--- src/rtl/uart_arb_pkg.sv ---
// Shared types and constants for the uart_tx arbiter.
// UART_TX_ARBITER_ID_HDR_EN adds the S_HDR state for requester-ID framing.
package uart_arb_pkg;

  localparam int unsigned MAX_REQ = 16;
  localparam logic [7:0]  HDR_TAG = 8'hA0;
  localparam int unsigned STATE_W = 3;

  typedef enum logic [STATE_W-1:0] {
    S_IDLE  = 3'd0,
    S_FETCH = 3'd1,
    S_START = 3'd2,
`ifdef UART_TX_ARBITER_ID_HDR_EN
    S_WAIT  = 3'd3,
    S_HDR   = 3'd4
`else
    S_WAIT  = 3'd3
`endif
  } state_t;

endpackage

--- src/rtl/rr_pick.sv ---
// Round-robin find-first: first set request searching upward from ptr+1, modulo N.
module rr_pick #(
  parameter int unsigned N    = 4,
  parameter int unsigned ID_W = 2
) (
  input  logic [N-1:0]    req,
  input  logic [ID_W-1:0] ptr,
  output logic [ID_W-1:0] winner,
  output logic            any_valid
);

  logic [2*N-1:0] dbl;
  logic [N-1:0]   rot;
  logic [ID_W:0]  shift;
  int unsigned    off;

  // Rotate so ptr+1 lands at bit 0, pick lowest set bit, then unrotate.
  always_comb begin
    dbl   = {req, req};
    shift = (ID_W+1)'(ptr) + (ID_W+1)'(1);
    rot   = N'(dbl >> shift);
    off   = 0;
    for (int i = int'(N) - 1; i >= 0; i--) begin
      if (rot[i]) off = 32'(i);
    end
    winner    = ID_W'((32'(ptr) + 32'd1 + off) % N);
    any_valid = |req;
  end

endmodule

--- src/rtl/uart_tx_arbiter.sv ---
// Message-granular round-robin sharing of one uart_tx between NUM_REQ byte streams.
// Define UART_TX_ARBITER_ID_HDR_EN to prefix each message with 8'hA0 | grant_id.
module uart_tx_arbiter
  import uart_arb_pkg::*;
#(
  parameter int unsigned NUM_REQ     = 4,
  parameter int unsigned ID_WIDTH    = $clog2(NUM_REQ),
  parameter int unsigned MAX_MSG_LEN = 64,
  parameter int unsigned LEN_WIDTH   = 7
) (
  input  logic                  clk,
  input  logic                  reset,
  input  logic [NUM_REQ-1:0]    req_valid,
  input  logic [NUM_REQ*8-1:0]  req_data,
  input  logic [NUM_REQ-1:0]    req_last,
  output logic [NUM_REQ-1:0]    req_ready,
  output logic [7:0]            tx_data,
  output logic                  tx_start,
  input  logic                  tx_finish,
  output logic                  busy,
  output logic [ID_WIDTH-1:0]   grant_id,
  output logic                  trunc
);

  state_t               state_q, state_d;
  logic [ID_WIDTH-1:0]  ptr_q, ptr_d, grant_d;
  logic [LEN_WIDTH-1:0] cnt_q, cnt_d;
  logic                 last_q, last_d;
  logic                 hdr_q, hdr_d;
  logic [7:0]           data_d;
  logic                 trunc_d;
  logic [7:0]           sel_data;
  logic                 sel_last;
  logic [ID_WIDTH-1:0]  win;
  logic                 any_valid;
  logic                 limit_hit;

  rr_pick #(.N(NUM_REQ), .ID_W(ID_WIDTH)) u_rr_pick (
    .req       (req_valid),
    .ptr       (ptr_q),
    .winner    (win),
    .any_valid (any_valid)
  );

  assign limit_hit = (MAX_MSG_LEN != 0) && (cnt_q == LEN_WIDTH'(MAX_MSG_LEN));

  // Next-state, byte latch and counter control.
  always_comb begin
    state_d  = state_q;
    ptr_d    = ptr_q;
    grant_d  = grant_id;
    cnt_d    = cnt_q;
    last_d   = last_q;
    hdr_d    = hdr_q;
    data_d   = tx_data;
    trunc_d  = 1'b0;
    sel_data = 8'h00;
    sel_last = 1'b0;
    for (int i = 0; i < int'(NUM_REQ); i++) begin
      if (grant_id == ID_WIDTH'(i)) begin
        sel_data = req_data[8*i +: 8];
        sel_last = req_last[i];
      end
    end
    case (state_q)
      S_IDLE: begin
        if (any_valid) begin
          grant_d = win;
          cnt_d   = '0;
`ifdef UART_TX_ARBITER_ID_HDR_EN
          state_d = S_HDR;
`else
          state_d = S_FETCH;
`endif
        end
      end
`ifdef UART_TX_ARBITER_ID_HDR_EN
      S_HDR: begin
        data_d  = HDR_TAG | 8'(grant_id);
        hdr_d   = 1'b1;
        last_d  = 1'b0;
        state_d = S_START;
      end
`endif
      S_FETCH: begin
        if (req_valid[grant_id]) begin
          data_d  = sel_data;
          last_d  = sel_last;
          hdr_d   = 1'b0;
          if (cnt_q != {LEN_WIDTH{1'b1}}) cnt_d = cnt_q + 1'b1;
          state_d = S_START;
        end
      end
      S_START: state_d = S_WAIT;
      S_WAIT: begin
        if (tx_finish) begin
          if (hdr_q) begin
            state_d = S_FETCH;
          end else if (last_q || limit_hit) begin
            ptr_d   = grant_id;
            trunc_d = ~last_q;
            state_d = S_IDLE;
          end else begin
            state_d = S_FETCH;
          end
        end
      end
      default: state_d = S_IDLE;
    endcase
  end

  // Outputs are registered from the next-state decode so they align with state_q.
  always_ff @(posedge clk) begin
    if (reset) begin
      state_q   <= S_IDLE;
      ptr_q     <= ID_WIDTH'(NUM_REQ - 1);
      cnt_q     <= '0;
      last_q    <= 1'b0;
      hdr_q     <= 1'b0;
      req_ready <= '0;
      tx_data   <= 8'h00;
      tx_start  <= 1'b0;
      busy      <= 1'b0;
      grant_id  <= '0;
      trunc     <= 1'b0;
    end else begin
      state_q   <= state_d;
      ptr_q     <= ptr_d;
      cnt_q     <= cnt_d;
      last_q    <= last_d;
      hdr_q     <= hdr_d;
      req_ready <= (state_d == S_FETCH) ? (NUM_REQ'(1) << grant_d) : '0;
      tx_data   <= data_d;
      tx_start  <= (state_d == S_START);
      busy      <= (state_d != S_IDLE);
      grant_id  <= grant_d;
      trunc     <= trunc_d;
    end
  end

endmodule

--- config.mk ---
export PLATFORM = sky130hd
export DESIGN_NAME = uart_tx_arbiter
export DESIGN_NICKNAME = d
export VERILOG_FILES = /design/src/rtl/uart_arb_pkg.sv /design/src/rtl/rr_pick.sv /design/src/rtl/uart_tx_arbiter.sv
export SDC_FILE = /design/constraint.sdc
export NUM_CORES = 1
export LEC_CHECK = 0
export BUFFER_PORTS_ARGS = -buffer_cell sky130_fd_sc_hd__buf_4
export CORE_ASPECT_RATIO = 0.9
export CORE_MARGIN = 2
export CORE_UTILIZATION = 52
export CTS_BUF_LIST = sky130_fd_sc_hd__clkbuf_4
export DETAILED_ROUTE_END_ITERATION = 10
export PLACE_DENSITY = 0.87
export SLEW_MARGIN = 15
export SYNTH_ARGS = -nofsm -noshare
export SYNTH_HDL_FRONTEND = slang
export SYNTH_SLANG_ARGS = --single-unit
--- constraint.sdc ---
create_clock -name clk -period 6.1 [get_ports clk]
set_input_delay 1.22 -clock clk [delete_from_list [all_inputs] [get_ports clk]]
set_output_delay 1.22 -clock clk [all_outputs]
set_load 0.05 [all_outputs]
* After elaboration in Yosys (flattened, before gate mapping)
Cells that the tools add are included.
W data, S select, Z words.
** Cells by class
- Shift-type cells :: 2
- Magnitude comparators :: 1
- Reductions and logical operators :: 11
- Equality and inequality tests :: 13
- Bitwise operators :: 5
- Add/subtract/negate cells :: 4
- Muxes and demuxes :: 25
** Operator list (count)
- $mux W8 :: 4
- $mux W7 :: 3
- $pmux W7 S2 :: 1
- $mux W2 :: 6
- $pmux W3 S4 :: 1
- $eq A3 B2 Y1 const B :: 3
- $mux W3 :: 3
- $reduce_or A4 Y1 :: 2
- $shr A8 B3 Y4 :: 1
- $add A7 B1 Y7 const B :: 1
- $eq A7 B7 Y1 const B :: 1
- $ne A7 B7 Y1 const B :: 1
- $eq A3 B1 Y1 const B :: 2
- $mux W1 :: 6
- $ne A2 B2 Y1 const B :: 3
- $not A1 Y1 :: 5
- $eq A2 B2 Y1 const B :: 2
- $reduce_and A4 Y1 :: 1
- $shl A1 B2 Y4 const A :: 1
- $add A2 B1 Y3 const B :: 1
- $logic_not A3 Y1 :: 1
- $lt A2 B3 Y1 const B :: 1
- $reduce_and A3 Y1 :: 1
- $reduce_bool A3 Y1 :: 1
- other kinds (9) :: 9
** Word-level totals
- Input bits :: 43
- Flip-flop bits (word level) :: 30

* Logic depth before layout (Yosys ltp)
Gate-level depths: netlist (run 1).
- Word-level depth :: 10
- Mapped depth :: 11

* Cells and area by module
A second synthesis (run 1) with hierarchy kept.
** Second synthesis, totals
- Cells, all modules :: 189
- Area total of the unflattened synthesis :: 1694.1 um^2
** By module, submodules not included
- uart_tx_arbiter :: area an instance 1507.7 um^2, cells an instance 160, times used 1
- rr_pick :: area an instance 186.4 um^2, cells an instance 29, times used 1

* Worst setup path before layout (run 1)
OpenSTA, ideal clock, no wires.
- Kind :: input -> register
- From :: input req_valid[1]
- To :: register req_ready[2]
- Setup slack :: 3.016 ns
- Arrival time :: 3.012 ns
- Stages :: 9
- Setup time :: 0.073 ns
- Path through :: buf_6 -> or4_1 -> o221ai_1 -> a21oi_1 -> ha_1 -> xor2_1 -> or4b_4 -> nand3_2 -> nor3b_2
** On the way
- Word-level cells in the longest chain between the ends :: 9
- Elaborated cells on any way between the ends :: 18
- Classes of those cells :: add/sub: 1; eq/ne: 1; shift: 2; mux: 11; bitwise: 1; reduce/logical: 2
** Ends and longest elaborated chain
- start: declaration :: line uart_tx_arbiter.sv:13 : input logic [NUM_REQ-1:0] req_valid,
- $shr A8 B3 Y4 :: line rr_pick.sv:21 : rot = N'(dbl >> shift);
- $mux W2 (4 in series) :: line rr_pick.sv:24 : if (rot[i]) off = 32'(i);
- $add A2 B2 Y2 :: line rr_pick.sv:26 : winner = ID_W'((32'(ptr) + 32'd1 + off) % N);
- $mux W2 :: line uart_tx_arbiter.sv:67 : if (any_valid) begin
- $mux W2 :: line uart_tx_arbiter.sv:65 : case (state_q)
- $shl A1 B2 Y4 :: line uart_tx_arbiter.sv:132 : req_ready <= (state_d == S_FETCH) ? (NUM_REQ'(1) << grant_d) : '0;
- end signal: assignment :: line uart_tx_arbiter.sv:132
- end: declaration :: line uart_tx_arbiter.sv:16 : output logic [NUM_REQ-1:0] req_ready,
Several ways; a longest one is shown, not always the timed one. The select of a mux whose other input is x is not followed.
A chain may end at the register's enable or synchronous reset.

* Worst setup path after layout (run 1)
- From :: input req_valid[1]
- To :: register req_ready[3]
The elaborated chain is that of the path after synthesis.

==> results.md, run 1 <==
- Status: finished clean
- N_diodes: 0
- Post-CTS Resized: 0
- Slew headroom: 0.4936
- WS Path Type: in2reg
- Die ar.: 0.003749 mm²
- Clock Pin Slew Worst Setup and Hold Paths: 0.09 ns
- Yosys warns: 0
- CTS Buffer Depth: 2
- IO Count: 60
- Syn Nets: 240
- Synth top area cells: dfxtp_1 35%, mux4_2 13%, nand2_1 6.8%
- Port Buf Inserts: 59
- Worst-Skew Late Latency: 0.33 ns
- Fin Hold WS: 0.4567 ns
- Crit-path max cell delay: 0.50 ns
- Met3 WL: 297 µm
- Post-Syn Instances: 194
- Final setup violation count: 0
- RSZ-0062 raised after global routing: no
- Worst Tran Pin Value: 0.7586 ns
- Final GP Congestion: 0.8069
- Worst path slowest cell: or4b_4
- Vias in the first global route: 1429
- Area after DPL: 0.002112 mm²
- Initial detailed-routing violation count: 88
- Achievable Freq: 348.1 MHz
- HPWL reported at the end of detailed placement: 2873 µm
- Dpl ws: 2.882 ns
- Post-Route WL: 3799 µm
- DR WL/cell: 13.19 µm
- Number of remaining DRC errors: 0
- Routed Antenna Nets: 0
- Number of distinct library cells after synthesis: 43
- Gr usage total: 0.2192
- WL met2: 1863 µm
- Vias: 1612
- Area leader, netlist: dfxtp_1
- Layout overhead on the synthesized area: 26.82%
- Starting density of the core: 0.5510
- CP required: 6.36 ns
- Number of post-CTS setup repair buffers: 0
- Setup Skew: 0.01203 ns
- Max layer used: met4
- Synth async-reset ratio: 0
- Layout cell share with drive strength beyond 1: 0.3415
- Register area share after synthesis: 0.3527
- HP Class: reg2reg
- Top FF cell, synth: dfxtp_1
- Initial antenna violation count: 0
- Worst path cell trace: buf_4 > or4_1 > o221ai_1 > a21oi_1 > ha_1 > xor2_1 > or4b_4 > nand3_2 > nor3b_2
- Wl on met1: 1601 µm
- Hold_buf cts: 0
- Flops & latches, synth: 30
- Slew Limit Fails: 0
- Post-synthesis cell area: 0.001703 mm²
- Syn avg cell area: 8.778 µm²
- Max-cap violations: 0
- CTS Buf Count: 5
- Fin nets: 292
- Overflow after GRT: 0
- Fin. Hold Viols: 0
- CP Capture Type: register
- Sink Count: 30
- Crit Path Max Fanout: 9
- Design Area, Final: 0.002160 mm²
- Pre-Repair DR Iteration Count: 4
- TNS Setup: 0 ns
- Leakage: 0.8685 nW
- Worst vdd ir: 141.7 µV
- Row count: 19
- FILL cells: 257
- Die Y: 58.29 µm
- Crit path arrival time: 3.13 ns
- DR vias/cell: 5.597
- CTS tree: done
- Top cell type's share of synthesized area: 0.3527
- Final WS setup: 3.227 ns
- PwrDens: 188.3 mW/mm²
- Min Tclk post-route: 2.873 ns
- First-pass GRT wire length: 6341 µm
- Largest net degree at the start of global routing: 26
- Crit path launch type: primary input
- Final worst path period share: 0.4709
- Clk root buf: clkbuf_4
- Core Box Area: 0.003090 mm²
- DIE WIDTH: 64.32 µm
- Post-synth EDFFs: 0
- H-Tree Depth: 2
where the power goes:
part | total (mW) | switching [mW] | leakage, nW | internal [mW]
sequential | 0.209 | 0.00868 | 0.243 | 0.201
clock | 0.109 | 0.0679 | 0.0308 | 0.0413
combinational | 0.0880 | 0.0440 | 0.594 | 0.0439
total | 0.407 | 0.121 | 0.869 | 0.286
cell usage in the layout (no fill, tap or decap), types with 3 or more instances in the layout:
master	instances
buf_4	59
nand2_1	31
dfxtp_1	30
nor2_1	19
a21oi_1	18
mux4_2	10
nor3_1	9
inv_1	8
nand3_1	6
clkbuf_4	5
o21ai_0	4
nor4_1	3
o211ai_1	3
ha_1	3
layer usage:
layer  vias to the layer above  track usage
li1                        803            -
met1                       733       0.2834
met2                        71       0.3676
met3                         5      0.05736
met4                         0      0.06383
met5                         -            0
through the flow:
| stage | instances | utilization | power [mW] |
|---|---|---|---|
| floorplan | 194 | - | 0.2711 |
| global placement | 281 | 0.6834 | 0.2999 |
| detailed placement | 281 | 0.6834 | 0.3017 |
| CTS | 288 | 0.6988 | 0.4087 |
| global route | 288 | 0.6988 | 0.4255 |
| finish | 288 | 0.6988 | 0.4066 |
synth_stat cells (all sizes together) (3+ instances only):
master	count
nor3b	3
nand2	32
mux4	10
ha	3
nor4	3
a21oi	18
o211ai	4
clkbuf	6
nor3	10
buf	8
inv	8
nand3	7
o21ai	6
dfxtp	30
nor2	20
worst max-delay path: cells and delay by family:
kind | cells | cell delay (ns)
AO/OA/AOI/OAI | 2 | 0.15
XOR/XNOR | 1 | 0.15
adder cells (fa/ha/maj) | 1 | 0.20
buffers and inverters | 1 | 0.14
AND/OR/NAND/NOR | 4 | 1.28
kinds of logic after synthesis:
kind of cell,count (synthesis),synth area share
AND/OR/NAND/NOR,84,0.2542
buffers and inverters,22,0.06833
XOR/XNOR,2,0.01029
flip-flops,30,0.3527
AO/OA/AOI/OAI,42,0.1580
other,1,0.002202
adder cells (fa/ha/maj),3,0.02204
multiplexers,10,0.1323
cell type report:
type | count | area (µm²) | area share
Clock inverter | 2 | 10.01 | 0.004635
Multi-Input combinational cell | 142 | 985.9 | 0.4565
Tap cell | 42 | 52.55 | 0.02433
Timing Repair Buffer | 59 | 442.9 | 0.2051
Sequential cell | 30 | 600.6 | 0.2781
Clock buffer | 5 | 37.54 | 0.01738
Inverter | 8 | 30.03 | 0.01390
flip-flops by register name, indices dropped and copies added (netlist names):
register,flops
trunc,1
cnt_q,7
req_ready,4
tx_data,8
busy,1
grant_id,2
tx_start,1
state_q,3
last_q,1
ptr_q,2
worst paths after layout:
kind	from	slack [ns]	depth (start not counted)	to
max	req_valid[1]	3.23	9	req_ready[3]
min	tx_data[7]	0.46	2	tx_data[7]
max reg2reg	ptr_q[0]	3.81	8	req_ready[3]
min reg2reg	tx_data[7]	0.46	2	tx_data[7]
Note: power is estimated with default switching activity, not from simulation.
==> inputs of run 2 (changes only) <==
- ABC_AREA: not set -> 1
- CORE_UTILIZATION: 52 -> 51
- PLACE_DENSITY: 0.87 -> 0.86
- clock period: 6.1 -> 2.9 ns (I/O delays scaled with it)
==> results.md, run 2 <==
- Sequential power share: 0.471 (-0.044)
- Row count: 19 (unchanged)
- HP Class: reg2reg
- Sink Count: 30 (unchanged)
- Vias in the first global route: 1756 (+23%)
- CTS Buf Count: 5 (unchanged)
- Net switching power: 0.3332 mW (+180%)
- Most frequent cells in the layout: 67 x nand2_1, 59 x buf_4, 31 x nand3_1, 30 x dfxtp_1, 21 x inv_1
- FILL cells: 291 (+13%)
- Layout cell share with drive strength beyond 1: 0.2951 (-0.04638)
- Synth top area cells: dfxtp_1 36%, nand2_1 15%, nand3_1 9.2%
- Number of post-CTS setup repair buffers: 0 (unchanged)
- Fin. Hold Viols: 0 (unchanged)
- Util after Layout: 0.7091 (+0.01033)
- Port Buf Inserts: 59 (unchanged)
- Clock Pin Slew Worst Setup and Hold Paths: 0.10 ns (about the same)
- Vias: 1831 (+14%)
- Gr usage total: 0.2536 (+0.03438)
- Top cells by count, synth: 67 x nand2_1, 31 x nand3_1, 30 x dfxtp_1
- Syn Nets: 289 (+20%)
- Top FF cell, synth: dfxtp_1
- Flops & latches, synth: 30 (unchanged)
- Post-Syn Instances: 243 (+25%)
- Layout overhead on the synthesized area: 31.03%
- Synth Area in Simple Gates: 0.3653 (+0.1110)
- Leakage: 1.034 nW (+19%)
- CTS Buffer Depth: 2 (unchanged)
- Initial detailed-routing violation count: 131 (+49%)
- Cell internal pwr: 0.6175 mW (+120%)
- Starting density of the core: 0.5412 (-0.009831)
- Hold_buf cts: 0 (unchanged)
- RSZ-0062 raised after global routing: no
- Overall power consumption: 0.9507 mW (+130%)
- Clk root buf: clkbuf_4
- Post-Synth Adder-Cell Area: 0.02227 (+0.0002291)
- DR WL/cell: 12.28 µm (-6.9%)
- Largest net degree at the start of global routing: 19 (-27%)
- Register area share after synthesis: 0.3563 (+0.003666)
- Post-Route WL: 4261 µm (+12%)
- Syn avg cell area: 6.936 µm² (-21%)
- N_diodes: 0 (unchanged)
- Die ar.: 0.003781 mm² (+0.85%)
- Final GP Congestion: 0.8740 (+8.3%)
- Leading registers by flop count: tx_data (8), cnt_q (7), req_ready (4)
- Synth Area in Compound Gates: 0.1589 (+0.0008995)
- Final worst path period share: 0.6939
- Xor and xnor area share after synthesis: 0.01559 (+0.005304)
- CP Capture Type: register
- Number of remaining DRC errors: 0 (unchanged)
- Slew headroom: 0.5611 (+0.06750)
- Crit Path Max Fanout: 6 (-3)
- Area after DPL: 0.002155 mm² (+2.0%)
- Yosys warns: 0 (unchanged)
- Number of distinct library cells after synthesis: 30 (-30%)
- Main combinational cell family by area after synthesis: simple AND/OR/NAND/NOR gates
- TNS Setup: 0 ns (unchanged)
- Core Box Area: 0.003114 mm² (+0.77%)
- Top cell type's share of synthesized area: 0.3563 (+0.003666)
- Post-synth EDFFs: 0 (unchanged)
- Design Area, Final: 0.002208 mm² (+2.3%)
- Combinational group share of total power: 0.271 (+0.055)
- Crit path launch type: register
- DR vias/cell: 5.277 (-5.7%)
- Worst Tran Pin Value: 0.6575 ns (-0.1011 ns)
- PwrDens: 430.5 mW/mm² (+130%)
- CTS tree: done
- Worst vdd ir: 211.0 µV (+49%)
- DIE WIDTH: 64.60 µm (+0.43%)
- Post-synthesis cell area: 0.001685 mm² (-1.0%)
- Area leader, netlist: dfxtp_1
- CP required: 3.16 ns (-3.20 ns)
- First-pass GRT wire length: 7383 µm (+16%)
- Pre-Repair DR Iteration Count: 4 (unchanged)
- H-Tree Depth: 2 (unchanged)
- Fin nets: 350 (+20%)
- Routed Antenna Nets: 0 (unchanged)
- Initial antenna violation count: 0 (unchanged)
- Largest register FFs: 8 (unchanged)
- IO Count: 60 (unchanged)
- Top-count cell post-synth: nand2_1
- Net Sw Frac: 0.3505 (+0.05384)
- Final setup violation count: 0 (unchanged)
- Status: finished clean
- Clock power share: 0.258 (-0.011)
- Commonest non-fill, non-tap cell in the layout: nand2_1
- Achievable Freq: 497.0 MHz
- Min Tclk post-route: 2.012 ns
- Setup Skew: 0.008624 ns (-0.003408 ns)
- Crit path arrival time: 2.28 ns (-0.85 ns)
- HPWL reported at the end of detailed placement: 3208 µm (+12%)
- Slew Limit Fails: 0 (unchanged)
- Worst-Skew Late Latency: 0.35 ns (+0.02 ns)
- Post-CTS Resized: 0 (unchanged)
- Overflow after GRT: 0 (unchanged)
- Most flops, register: tx_data
- WS Path Type: reg2reg
- Synth async-reset ratio: 0 (unchanged)
- Die Y: 58.54 µm (+0.42%)
- Max-cap violations: 0 (unchanged)
- Mux contribution to synthesized area: 0 (-0.1323)
[run 2: area by class of cell]
class | count | area (µm²) | share of cell area
clock inverter | 3 | 16.27 | 0.007365
clock buffer | 5 | 37.54 | 0.01700
multi-input combinational | 180 | 950.9 | 0.4306
timing repair buffer | 59 | 442.9 | 0.2006
tap | 42 | 52.55 | 0.02380
sequential | 30 | 600.6 | 0.2720
inverter | 28 | 107.6 | 0.04873
[run 2: metal layers]
| metal | track usage | share of wire | vias to the layer above |
|---|---|---|---|
| met4 | 0.1125 | 0.032 | 0 |
| met2 | 0.4315 | 0.47 | 77 |
| li1 | - | - | 920 |
| met1 | 0.2977 | 0.42 | 820 |
| met5 | 0 | 0 | - |
| met3 | 0.07839 | 0.076 | 14 |
[run 2: cell families (layout without fill, tap and decap cells)]
group / Yosys count / count (layout)
and+or+nand+nor: 137 / 137
AOI/OAI and AO/OA: 36 / 36
buffers and inverters: 33 / 95
DFF: 30 / 30
adders and majority gates: 3 / 3
xor gates and xnor gates: 3 / 3
other: 1 / 1
[run 2: metrics by stage]
stage          worst slack [ns]  hold slack (ns)  std cells
6_report                 0.8878           0.4773        347
3_3_place_gp             0.8441           0.4545        339
2_1_floorplan             1.051           0.4399        243
4_1_cts                  0.8966           0.4800        347
5_1_grt                  0.6923           0.5084        347
3_5_place_dp             0.6872           0.4649        339
[run 2: power groups by stage]
stage	Combinational (mW)	Sequential (mW)	Clock (mW)
2_1_floorplan	0.125	0.495	0
3_5_place_dp	0.256	0.457	0
4_1_cts	0.258	0.447	0.249
5_1_grt	0.285	0.450	0.265
3_3_place_gp	0.253	0.457	0
6_report	0.258	0.447	0.245
[run 2: path summary, 6_finish.rpt]
path | from | end | slack [ns] | cells past startpoint
setup / recovery | ptr_q[0] | req_ready[2] | 0.89 | 12
hold reg to reg | cnt_q[6] | cnt_q[6] | 0.48 | 2
setup reg to reg | ptr_q[0] | req_ready[2] | 0.89 | 12
hold / removal | cnt_q[6] | cnt_q[6] | 0.48 | 2
[run 2: worst max-delay path: stages (launching register included)]
cell,delay [ns]
dfxtp_1,0.42
inv_2,0.10
nand2_1,0.09
nand3_1,0.06
nand2_1,0.11
nand3_1,0.07
nand2_1,0.06
nand2_1,0.05
ha_1,0.26
inv_1,0.03
o21ai_0,0.35
inv_1,0.11
nor3_1,0.21
